===== config.mk =====
export PLATFORM = sky130hd
export DESIGN_NAME = cpu_core_rv32i_flat
export DESIGN_NICKNAME = d
export VERILOG_FILES = /design/src/rtl/cpu_core_rv32i_pkg.sv /design/src/rtl/cpu_core_rv32i_if.sv /design/src/rtl/cpu_core_rv32i_reg_file.sv /design/src/rtl/cpu_core_rv32i.sv /design/src/flat_wrapper.sv
export SDC_FILE = /design/constraint.sdc
export NUM_CORES = 2
export LEC_CHECK = 0
export ABC_CLOCK_PERIOD_IN_PS = 17000
export BUFFER_PORTS_ARGS = -buffer_cell sky130_fd_sc_hd__buf_2
export CAP_MARGIN = 0
export CORE_MARGIN = 3
export CORE_UTILIZATION = 42
export CTS_CLUSTER_DIAMETER = 50
export DETAILED_ROUTE_END_ITERATION = 10
export SYNTH_ARGS = -nofsm -noshare
export SYNTH_HDL_FRONTEND = slang
export SYNTH_SLANG_ARGS = --single-unit

===== constraint.sdc =====
create_clock -name clk -period 17 [get_ports clk]
set_clock_uncertainty 0.2 [all_clocks]
set_input_delay 1.7 -clock clk [delete_from_list [all_inputs] [get_ports clk]]
set_output_delay 1.7 -clock clk [all_outputs]
set_load 0.05 [all_outputs]

===== src/rtl/cpu_core_rv32i_pkg.sv =====
// Shared definitions for the RV32I core: major opcodes, funct3 codes,
// the ALU operation set and the load/store access widths.
package cpu_core_rv32i_pkg;

    // Major opcodes (instruction bits [6:0])
    localparam logic [6:0] OP_LUI      = 7'b0110111;
    localparam logic [6:0] OP_AUIPC    = 7'b0010111;
    localparam logic [6:0] OP_JAL      = 7'b1101111;
    localparam logic [6:0] OP_JALR     = 7'b1100111;
    localparam logic [6:0] OP_BRANCH   = 7'b1100011;
    localparam logic [6:0] OP_LOAD     = 7'b0000011;
    localparam logic [6:0] OP_STORE    = 7'b0100011;
    localparam logic [6:0] OP_IMM      = 7'b0010011;
    localparam logic [6:0] OP_OP       = 7'b0110011;
    localparam logic [6:0] OP_MISC_MEM = 7'b0001111;
    localparam logic [6:0] OP_SYSTEM   = 7'b1110011;

    // Branch funct3
    localparam logic [2:0] F3_BEQ  = 3'b000;
    localparam logic [2:0] F3_BNE  = 3'b001;
    localparam logic [2:0] F3_BLT  = 3'b100;
    localparam logic [2:0] F3_BGE  = 3'b101;
    localparam logic [2:0] F3_BLTU = 3'b110;
    localparam logic [2:0] F3_BGEU = 3'b111;

    // Load/store funct3
    localparam logic [2:0] F3_LB  = 3'b000;
    localparam logic [2:0] F3_LH  = 3'b001;
    localparam logic [2:0] F3_LW  = 3'b010;
    localparam logic [2:0] F3_LBU = 3'b100;
    localparam logic [2:0] F3_LHU = 3'b101;
    localparam logic [2:0] F3_SB  = 3'b000;
    localparam logic [2:0] F3_SH  = 3'b001;
    localparam logic [2:0] F3_SW  = 3'b010;

    // OP / OP-IMM funct3
    localparam logic [2:0] F3_ADD_SUB = 3'b000;
    localparam logic [2:0] F3_SLL     = 3'b001;
    localparam logic [2:0] F3_SLT     = 3'b010;
    localparam logic [2:0] F3_SLTU    = 3'b011;
    localparam logic [2:0] F3_XOR     = 3'b100;
    localparam logic [2:0] F3_SRL_SRA = 3'b101;
    localparam logic [2:0] F3_OR      = 3'b110;
    localparam logic [2:0] F3_AND     = 3'b111;

    typedef enum logic [3:0] {
        ALU_ADD,
        ALU_SUB,
        ALU_SLL,
        ALU_SLT,
        ALU_SLTU,
        ALU_XOR,
        ALU_SRL,
        ALU_SRA,
        ALU_OR,
        ALU_AND
    } alu_op_e;

    typedef enum logic [1:0] {
        LS_BYTE,
        LS_HALF,
        LS_WORD
    } ls_width_e;

endpackage


===== src/rtl/cpu_core_rv32i_if.sv =====
// Instruction-fetch, data-memory and debug signals of the RV32I core.
//   instr_addr        core -> imem  fetch address (PC)
//   instruction       imem -> core  instruction word, combinational
//   data_addr         core -> dmem  byte address of load/store
//   data_wdata        core -> dmem  store data replicated on byte lanes
//   data_rdata        dmem -> core  registered read word
//   data_we           core -> dmem  store strobe
//   data_be           core -> dmem  byte-lane enables
//   debug_pc          core -> obs   current PC
//   debug_instruction core -> obs   current instruction word
// Modport master is the core side, slave the memory/harness side.
interface cpu_core_rv32i_if;
    logic [31:0] instr_addr;
    logic [31:0] instruction;
    logic [31:0] data_addr;
    logic [31:0] data_wdata;
    logic [31:0] data_rdata;
    logic        data_we;
    logic [3:0]  data_be;
    logic [31:0] debug_pc;
    logic [31:0] debug_instruction;

    modport master (
        output instr_addr,
        input  instruction,
        output data_addr,
        output data_wdata,
        input  data_rdata,
        output data_we,
        output data_be,
        output debug_pc,
        output debug_instruction
    );

    modport slave (
        input  instr_addr,
        output instruction,
        input  data_addr,
        input  data_wdata,
        output data_rdata,
        input  data_we,
        input  data_be,
        input  debug_pc,
        input  debug_instruction
    );
endinterface


===== src/rtl/cpu_core_rv32i_reg_file.sv =====
// RV32I integer register file: 32 x 32-bit, two combinational read ports,
// one synchronous write port. x0 always reads zero and ignores writes.
// Ports:
//   clk, rst            clock, synchronous active-high reset (clears all)
//   rs1_addr/rs1_data   read port A
//   rs2_addr/rs2_data   read port B
//   we/rd_addr/rd_data  write port, takes effect at the rising edge
module cpu_core_rv32i_reg_file (
    input  logic        clk,
    input  logic        rst,
    input  logic [4:0]  rs1_addr,
    output logic [31:0] rs1_data,
    input  logic [4:0]  rs2_addr,
    output logic [31:0] rs2_data,
    input  logic        we,
    input  logic [4:0]  rd_addr,
    input  logic [31:0] rd_data
);

    logic [31:0] registers [0:31];

    // Reset wins over a write in the same cycle, so a load abandoned by
    // reset never lands in rd.
    always_ff @(posedge clk) begin
        if (rst) begin
            for (int i = 0; i < 32; i++) begin
                registers[i] <= '0;
            end
        end else if (we && (rd_addr != 5'd0)) begin
            registers[rd_addr] <= rd_data;
        end
    end

    assign rs1_data = (rs1_addr == 5'd0) ? 32'd0 : registers[rs1_addr];
    assign rs2_data = (rs2_addr == 5'd0) ? 32'd0 : registers[rs2_addr];

endmodule


===== src/rtl/cpu_core_rv32i.sv =====
// Single-issue RV32I core. Every instruction executes in one cycle except
// loads, which use a second cycle (LOAD_WAIT) to consume the registered
// data memory read. Decode, immediates, ALU, branch compare and load/store
// lane alignment are all in this module; registers live in reg_file.
// Ports:
//   clk  rising-edge clock
//   rst  synchronous active-high reset
//   bus  master side of cpu_core_rv32i_if (fetch, data memory, debug)
module cpu_core_rv32i
    import cpu_core_rv32i_pkg::*;
#(
    parameter logic [31:0] RESET_PC = 32'h0000_0000
) (
    input  logic             clk,
    input  logic             rst,
    cpu_core_rv32i_if.master bus
);

    localparam logic [0:0] ST_EXEC      = 1'b0;
    localparam logic [0:0] ST_LOAD_WAIT = 1'b1;

    logic [31:0] pc;
    logic [31:0] pc_next;
    logic [0:0]  state;
    logic [0:0]  state_next;

    logic [31:0] instr;
    logic [6:0]  opcode;
    logic [4:0]  rd;
    logic [2:0]  funct3;
    logic [4:0]  rs1;
    logic [4:0]  rs2;
    logic        funct7_b5;

    logic [31:0] imm_i;
    logic [31:0] imm_s;
    logic [31:0] imm_b;
    logic [31:0] imm_u;
    logic [31:0] imm_j;

    logic [31:0] rs1_data;
    logic [31:0] rs2_data;

    alu_op_e     alu_op;
    logic [31:0] alu_b;
    logic [31:0] alu_result;

    ls_width_e   ls_width;
    logic        load_ok;
    logic        store_ok;
    logic [31:0] mem_addr;
    logic [3:0]  store_be;
    logic [31:0] store_wdata;
    logic [7:0]  load_byte;
    logic [15:0] load_half;
    logic [31:0] load_data;

    logic        rd_we;
    logic [31:0] rd_wdata;

    // ---------------------------------------------------------------
    // Decode and immediates
    // ---------------------------------------------------------------
    assign instr     = bus.instruction;
    assign opcode    = instr[6:0];
    assign rd        = instr[11:7];
    assign funct3    = instr[14:12];
    assign rs1       = instr[19:15];
    assign rs2       = instr[24:20];
    assign funct7_b5 = instr[30];

    assign imm_i = {{20{instr[31]}}, instr[31:20]};
    assign imm_s = {{20{instr[31]}}, instr[31:25], instr[11:7]};
    assign imm_b = {{19{instr[31]}}, instr[31], instr[7], instr[30:25], instr[11:8], 1'b0};
    assign imm_u = {instr[31:12], 12'b0};
    assign imm_j = {{11{instr[31]}}, instr[31], instr[19:12], instr[20], instr[30:21], 1'b0};

    cpu_core_rv32i_reg_file reg_file (
        .clk      (clk),
        .rst      (rst),
        .rs1_addr (rs1),
        .rs1_data (rs1_data),
        .rs2_addr (rs2),
        .rs2_data (rs2_data),
        .we       (rd_we),
        .rd_addr  (rd),
        .rd_data  (rd_wdata)
    );

    // ---------------------------------------------------------------
    // ALU
    // ---------------------------------------------------------------
    function automatic logic [31:0] alu_compute(input alu_op_e op,
                                                input logic [31:0] a,
                                                input logic [31:0] b);
        logic signed [31:0] sa;
        logic signed [31:0] sb;
        logic [4:0]         shamt;
        logic [31:0]        res;
        sa    = a;
        sb    = b;
        shamt = b[4:0];
        case (op)
            ALU_ADD:  res = a + b;
            ALU_SUB:  res = a - b;
            ALU_SLL:  res = a << shamt;
            ALU_SLT:  res = {31'd0, (sa < sb)};
            ALU_SLTU: res = {31'd0, (a < b)};
            ALU_XOR:  res = a ^ b;
            ALU_SRL:  res = a >> shamt;
            ALU_SRA:  res = $unsigned(sa >>> shamt);
            ALU_OR:   res = a | b;
            ALU_AND:  res = a & b;
            default:  res = a + b;
        endcase
        return res;
    endfunction

    // Only OP (register form) uses funct7[5] to pick SUB; for OP-IMM the
    // same bit is part of the immediate, except for SRAI.
    always_comb begin
        alu_op = ALU_ADD;
        case (funct3)
            F3_ADD_SUB: alu_op = ((opcode == OP_OP) && funct7_b5) ? ALU_SUB : ALU_ADD;
            F3_SLL:     alu_op = ALU_SLL;
            F3_SLT:     alu_op = ALU_SLT;
            F3_SLTU:    alu_op = ALU_SLTU;
            F3_XOR:     alu_op = ALU_XOR;
            F3_SRL_SRA: alu_op = funct7_b5 ? ALU_SRA : ALU_SRL;
            F3_OR:      alu_op = ALU_OR;
            F3_AND:     alu_op = ALU_AND;
            default:    alu_op = ALU_ADD;
        endcase
    end

    assign alu_b      = (opcode == OP_OP) ? rs2_data : imm_i;
    assign alu_result = alu_compute(alu_op, rs1_data, alu_b);

    // ---------------------------------------------------------------
    // Branch compare
    // ---------------------------------------------------------------
    function automatic logic branch_taken(input logic [2:0] f3,
                                          input logic [31:0] a,
                                          input logic [31:0] b);
        logic signed [31:0] sa;
        logic signed [31:0] sb;
        logic               taken;
        sa = a;
        sb = b;
        case (f3)
            F3_BEQ:  taken = (a == b);
            F3_BNE:  taken = (a != b);
            F3_BLT:  taken = (sa < sb);
            F3_BGE:  taken = (sa >= sb);
            F3_BLTU: taken = (a < b);
            F3_BGEU: taken = (a >= b);
            default: taken = 1'b0;
        endcase
        return taken;
    endfunction

    // ---------------------------------------------------------------
    // Load/store alignment
    // ---------------------------------------------------------------
    assign ls_width = (funct3[1:0] == 2'b00) ? LS_BYTE :
                      (funct3[1:0] == 2'b01) ? LS_HALF : LS_WORD;

    // Reserved width encodings fall through as NOPs.
    assign load_ok  = (opcode == OP_LOAD) &&
                      ((funct3 == F3_LB) || (funct3 == F3_LH) || (funct3 == F3_LW) ||
                       (funct3 == F3_LBU) || (funct3 == F3_LHU));
    assign store_ok = (opcode == OP_STORE) &&
                      ((funct3 == F3_SB) || (funct3 == F3_SH) || (funct3 == F3_SW));

    // Instruction and registers are stable across both load cycles, so this
    // sum also holds data_addr steady during LOAD_WAIT.
    assign mem_addr = rs1_data + ((opcode == OP_STORE) ? imm_s : imm_i);

    always_comb begin
        store_be    = 4'b1111;
        store_wdata = rs2_data;
        case (ls_width)
            LS_BYTE: begin
                store_be    = 4'b0001 << mem_addr[1:0];
                store_wdata = {4{rs2_data[7:0]}};
            end
            LS_HALF: begin
                store_be    = 4'b0011 << {mem_addr[1], 1'b0};
                store_wdata = {2{rs2_data[15:0]}};
            end
            default: begin
                store_be    = 4'b1111;
                store_wdata = rs2_data;
            end
        endcase
    end

    always_comb begin
        case (mem_addr[1:0])
            2'd0:    load_byte = bus.data_rdata[7:0];
            2'd1:    load_byte = bus.data_rdata[15:8];
            2'd2:    load_byte = bus.data_rdata[23:16];
            default: load_byte = bus.data_rdata[31:24];
        endcase
    end

    assign load_half = mem_addr[1] ? bus.data_rdata[31:16] : bus.data_rdata[15:0];

    // funct3[2] marks the unsigned (LBU/LHU) variants.
    always_comb begin
        case (ls_width)
            LS_BYTE: load_data = funct3[2] ? {24'd0, load_byte} : {{24{load_byte[7]}}, load_byte};
            LS_HALF: load_data = funct3[2] ? {16'd0, load_half} : {{16{load_half[15]}}, load_half};
            default: load_data = bus.data_rdata;
        endcase
    end

    // ---------------------------------------------------------------
    // Next PC, writeback and load state
    // ---------------------------------------------------------------
    always_comb begin
        pc_next    = pc + 32'd4;
        state_next = ST_EXEC;
        rd_we      = 1'b0;
        rd_wdata   = alu_result;
        case (opcode)
            OP_LUI: begin
                rd_we    = 1'b1;
                rd_wdata = imm_u;
            end
            OP_AUIPC: begin
                rd_we    = 1'b1;
                rd_wdata = pc + imm_u;
            end
            OP_JAL: begin
                rd_we    = 1'b1;
                rd_wdata = pc + 32'd4;
                pc_next  = pc + imm_j;
            end
            OP_JALR: begin
                rd_we    = 1'b1;
                rd_wdata = pc + 32'd4;
                pc_next  = (rs1_data + imm_i) & ~32'd1;
            end
            OP_BRANCH: begin
                if (branch_taken(funct3, rs1_data, rs2_data)) begin
                    pc_next = pc + imm_b;
                end
            end
            OP_LOAD: begin
                if (load_ok) begin
                    if (state == ST_EXEC) begin
                        pc_next    = pc;
                        state_next = ST_LOAD_WAIT;
                    end else begin
                        rd_we    = 1'b1;
                        rd_wdata = load_data;
                    end
                end
            end
            OP_IMM, OP_OP: begin
                rd_we = 1'b1;
            end
            OP_STORE, OP_MISC_MEM, OP_SYSTEM: begin
                // No register write; the store strobe is driven below.
            end
            default: begin
            end
        endcase
    end

    always_ff @(posedge clk) begin
        if (rst) begin
            pc    <= RESET_PC;
            state <= ST_EXEC;
        end else begin
            pc    <= pc_next;
            state <= state_next;
        end
    end

    // ---------------------------------------------------------------
    // Bus outputs
    // ---------------------------------------------------------------
    assign bus.instr_addr        = pc;
    assign bus.debug_pc          = pc;
    assign bus.debug_instruction = instr;
    assign bus.data_addr         = mem_addr;
    assign bus.data_wdata        = store_wdata;
    assign bus.data_we           = store_ok && !rst;
    assign bus.data_be           = (store_ok && !rst) ? store_be : 4'b0000;

endmodule


===== src/flat_wrapper.sv =====
// flat-port wrapper written by rule: the top's interface ports become plain ports
module cpu_core_rv32i_flat import cpu_core_rv32i_pkg::*;
#(
    parameter logic [31:0] RESET_PC = 32'h0000_0000
)
  (clk, rst, bus_instr_addr, bus_instruction, bus_data_addr, bus_data_wdata, bus_data_rdata, bus_data_we, bus_data_be, bus_debug_pc, bus_debug_instruction);
  cpu_core_rv32i_if bus_i ();
  input  logic clk;
  input  logic rst;
  output wire logic [$bits(bus_i.instr_addr)-1:0] bus_instr_addr;
  input wire logic [$bits(bus_i.instruction)-1:0] bus_instruction;
  output wire logic [$bits(bus_i.data_addr)-1:0] bus_data_addr;
  output wire logic [$bits(bus_i.data_wdata)-1:0] bus_data_wdata;
  input wire logic [$bits(bus_i.data_rdata)-1:0] bus_data_rdata;
  output wire logic [$bits(bus_i.data_we)-1:0] bus_data_we;
  output wire logic [$bits(bus_i.data_be)-1:0] bus_data_be;
  output wire logic [$bits(bus_i.debug_pc)-1:0] bus_debug_pc;
  output wire logic [$bits(bus_i.debug_instruction)-1:0] bus_debug_instruction;
  assign bus_instr_addr = bus_i.instr_addr;
  assign bus_i.instruction = bus_instruction;
  assign bus_data_addr = bus_i.data_addr;
  assign bus_data_wdata = bus_i.data_wdata;
  assign bus_i.data_rdata = bus_data_rdata;
  assign bus_data_we = bus_i.data_we;
  assign bus_data_be = bus_i.data_be;
  assign bus_debug_pc = bus_i.debug_pc;
  assign bus_debug_instruction = bus_i.debug_instruction;
  cpu_core_rv32i #(.RESET_PC(RESET_PC)) u_core (.clk(clk), .rst(rst), .bus(bus_i));
endmodule

==> summary.txt <==
run status -> complete, but fails checks
failing checks -> max-capacitance violations, max-slew violations
min Tclk post-route -> 10910 ps
Reg clk slew, reported paths -> 50 ps
clock tree sinks -> 1056
Synth warnings -> 0
unrepaired setup endpoints after global routing -> false
antenna violations before repair -> 16
Synth Register Bits -> 1056
critical path startpoint -> bus_instruction[16]
root buffer cell -> clkbuf_16
Fill cells -> 15900
first-pass GRT wire length -> 453300 microns
number of DRC markers in iteration 0 -> 10040
largest area contributor in the netlist -> edfxtp_1
Core ar. -> 0.1740 sq mm
R2R Path Start -> u_core.reg_file.registers[19][0]
row cnt -> 153
top fanout value on the critical path -> 54
sequential share of the synthesized area -> 0.4265
mean post-synth cell area -> 10.81 sq um
cells on worst reg2reg path -> 23
antenna-violating nets left -> 0
Crit-path slowest cell -> a21oi_1
distinct cell type count after synthesis -> 119
Layout Nets -> 7042
Overflow after GRT -> 0
Resize count post-CTS -> 0
CP Class -> input port to primary output
Worst Setup EP -> bus_data_addr[29]
worst-margin pin slew -> 1499 ps
routability cong. -> 1.068
fin crit share -> 0.6418
die footprint -> 0.1803 sq mm
Starting Density -> 0.4230
WL/cell -> 35.39 microns
IO Port Bufs -> 228
top post-synthesis cells by area -> edfxtp_1, mux4_2, nor2_1, ha_1, mux2i_1
setup ws final -> 6090 ps
Slew Limit Fails -> 1
Max Freq -> 0.09166 GHz
H-tree level count -> 4
Critical Path RT -> 15100 ps
CP endpoint kind -> primary output
fraction of layout cells with a size suffix above 1 -> 0.2085
fin cells -> 9180
Total Power -> 0.008058 W
Min-Delay Path Class -> flop to flop
CP Cell Sequence -> buf_8, buf_4, buf_4, mux4_2, a22oi_1, a21oi_1, a21oi_1, inv_1, ha_1, a21oi_1, o21ai_0, a21o_1, a21oi_1, nor2b_1, o21ai_0, nand2_1, a31oi_1, xnor2_1, buf_2
pwr/cell area -> 99.46 mW/mm^2
MaxCap Viol Count -> 2
io pins -> 231
dpl hpwl -> 217600 microns
Die Height -> 424.6 microns
Final Hold Fails -> 0
pre-CTS setup slack -> 6154 ps
switching pwr -> 0.002750 W
Post-Syn Area -> 0.07361 sq mm
sequential power share -> 0.372
CP most frequent cell -> a21oi_1
slowest stage delay, CP -> 900 ps
clk_lat worst skew -> 780 ps
Synth Instances -> 6806
Async SR Flop Fraction -> 0
drt first pass iters -> 8
CTS tree -> built
EDFF count, synth -> 1024
highest ir drop seen on vdd -> 0.00007721 V
Gate power share -> 0.270
postcts setup bufs -> 0
clock share of power -> 0.358
vias in the first global route -> 59460
RR Endpoint -> u_core.reg_file.registers[31][0]
ys flop type -> edfxtp_1
clk buf depth -> 3
CP Data Arrival Time -> 9010 ps
Total Wirelength -> 324900 microns
setup TNS -> 0 ps
largest net degree at the start of global routing -> 103
Die Wd -> 424.6 microns
vias per cell -> 6.766
Post-CTS Hold Fix Bufs -> 0
Synth top area share -> 0.4178
Internal Power -> 0.005308 W
CTS Buf Count -> 134
Critical Path Source Type -> input port
Reg2Reg Setup Slack -> 8930 ps
Sw Share -> 0.3413
Area Growth Syn to Fin -> 10.06%
leakage -> 29.85 nW
DR DRC count -> 0
total track usage -> 0.3518
placed cell count -> 8939
Final Setup Violations -> 0
Slew HR -> -0.02517
vias -> 62110
==> stage by stage <==
| step | util | hold slack, ps | area [sq um] |
|---|---|---|---|
| global route | 0.4655 | 451.4 | 81000 |
| global placement | 0.4400 | 385.6 | 76570 |
| finish | 0.4656 | 404.2 | 81010 |
| detailed placement | 0.4400 | 390.2 | 76570 |
| floorplan | - | 485.1 | 73730 |
| CTS | 0.4655 | 397.3 | 81000 |
==> power by group through the flow <==
stage                     sequential, W  clock, W  combinational (W)
final                           0.00300   0.00289            0.00217
after global routing            0.00300   0.00302            0.00224
after CTS                       0.00299   0.00290            0.00210
after detailed placement        0.00305         0            0.00209
after global placement          0.00304         0            0.00210
after floorplan                 0.00303         0            0.00136
==> Yosys cell counts (20+ instances only) <==
cell	instances
nand2b_1	67
o21bai_1	46
nor2_2	32
buf_1	48
a22oi_1	40
nor3_1	75
a211o_1	24
a31oi_1	69
a21oi_1	403
buf_6	33
nand2_1	453
buf_4	88
a22o_1	31
a21o_1	70
edfxtp_1	1024
ha_1	219
o21a_1	20
mux4_2	468
nand3_1	113
o22ai_1	43
mux2_2	110
a221oi_1	49
and3_1	31
xor2_1	64
o221ai_1	22
o211ai_1	56
and2_1	24
buf_2	156
dfxtp_1	32
xnor2_1	134
inv_1	150
nor2_1	1268
or3_1	21
clkbuf_1	326
a211oi_1	78
o21ai_0	270
mux2i_1	248
nand4_1	40
nor2b_1	43
==> layout make-up <==
type | instances | area, sq um | share of cell area
Antenna cell | 6 | 15.01 | 0.0001853
Multi-Input combinational cell | 4962 | 38830 | 0.4793
Timing Repair Buffer | 439 | 2853 | 0.03521
Sequential cell | 1056 | 31390 | 0.3875
Inverter | 157 | 590.6 | 0.007290
Clock buffer | 161 | 3603 | 0.04448
Clock inverter | 74 | 824.5 | 0.01018
Tap cell | 2325 | 2909 | 0.03591
==> worst min path at each step <==
| stage | cells past startpoint | slack [ps] | start | end |
|---|---|---|---|---|
| after detailed placement | 2 | 390 | u_core.bus.debug_pc[17] | u_core.bus.debug_pc[17] |
| after CTS | 2 | 400 | u_core.bus.debug_pc[17] | u_core.bus.debug_pc[17] |
| after global routing | 2 | 450 | u_core.bus.debug_pc[29] | u_core.bus.debug_pc[29] |
| after global placement | 2 | 390 | u_core.bus.debug_pc[17] | u_core.bus.debug_pc[17] |
| final | 2 | 400 | u_core.bus.debug_pc[17] | u_core.bus.debug_pc[17] |
| after floorplan | 2 | 490 | u_core.state | u_core.state |
==> cell families (layout without fill, tap and decap cells) <==
family	count (synthesis)	after routing	synth area share
adders and majority gates	226	226	0.03913
buffers and inverters	821	831	0.05455
DFF	1056	1056	0.4265
and+or+nand+nor	2256	2256	0.1327
other	1	40	0.00005095
AOI/OAI and AO/OA	1412	1412	0.1276
muxes	836	836	0.1959
xor gates and xnor gates	198	198	0.02356
==> worst max-delay path, delay by kind of cell <==
kind	cells	cell delay (ps)
multiplexers	1	400
adder cells (fa/ha/maj)	1	630
AND/OR/NAND/NOR	2	200
buffers and inverters	5	2640
AO/OA/AOI/OAI	9	2970
XOR/XNOR	1	160
==> sequential cells by signal (all words and copies together) (netlist names) <==
name / count
u_core.reg_file.registers: 1024
u_core.state: 1
u_core.bus.debug_pc: 31
==> metal layers <==
metal  part of all wire  GRT usage  vias to the layer above
li1                   -          -                    25350
met1               0.36     0.4502                    31120
met2               0.45     0.5444                     4639
met3               0.12    0.08929                      989
met4              0.067     0.1973                        6
met5            0.00014          0                        -
==> cells in the final DEF, fill, tap and decap left out, drive strengths merged, types with 21 or more instances in the layout <==
cell type | Yosys | final
nor2 | 1302 | 1302
edfxtp | 1024 | 1024
mux4 | 469 | 469
nand2 | 453 | 453
buf | 336 | 439
a21oi | 408 | 408
o21ai | 286 | 286
mux2i | 251 | 251
ha | 219 | 219
inv | 154 | 169
clkbuf | 328 | 161
xnor2 | 134 | 134
mux2 | 116 | 116
nand3 | 113 | 113
a211oi | 83 | 83
nor3 | 77 | 77
a21o | 70 | 70
a31oi | 70 | 70
nand2b | 67 | 67
xor2 | 64 | 64
o211ai | 59 | 59
a221oi | 54 | 54
o21bai | 46 | 46
nor2b | 43 | 43
o22ai | 43 | 43
a22oi | 40 | 40
nand4 | 40 | 40
clkinv | 3 | 40
conb | 1 | 34
dfxtp | 32 | 32
and3 | 32 | 32
a22o | 31 | 31
and2 | 25 | 25
a211o | 24 | 24
o221ai | 24 | 24
or3 | 21 | 21
nor4 | 21 | 21
Note: power is estimated with default switching activity, not from simulation.
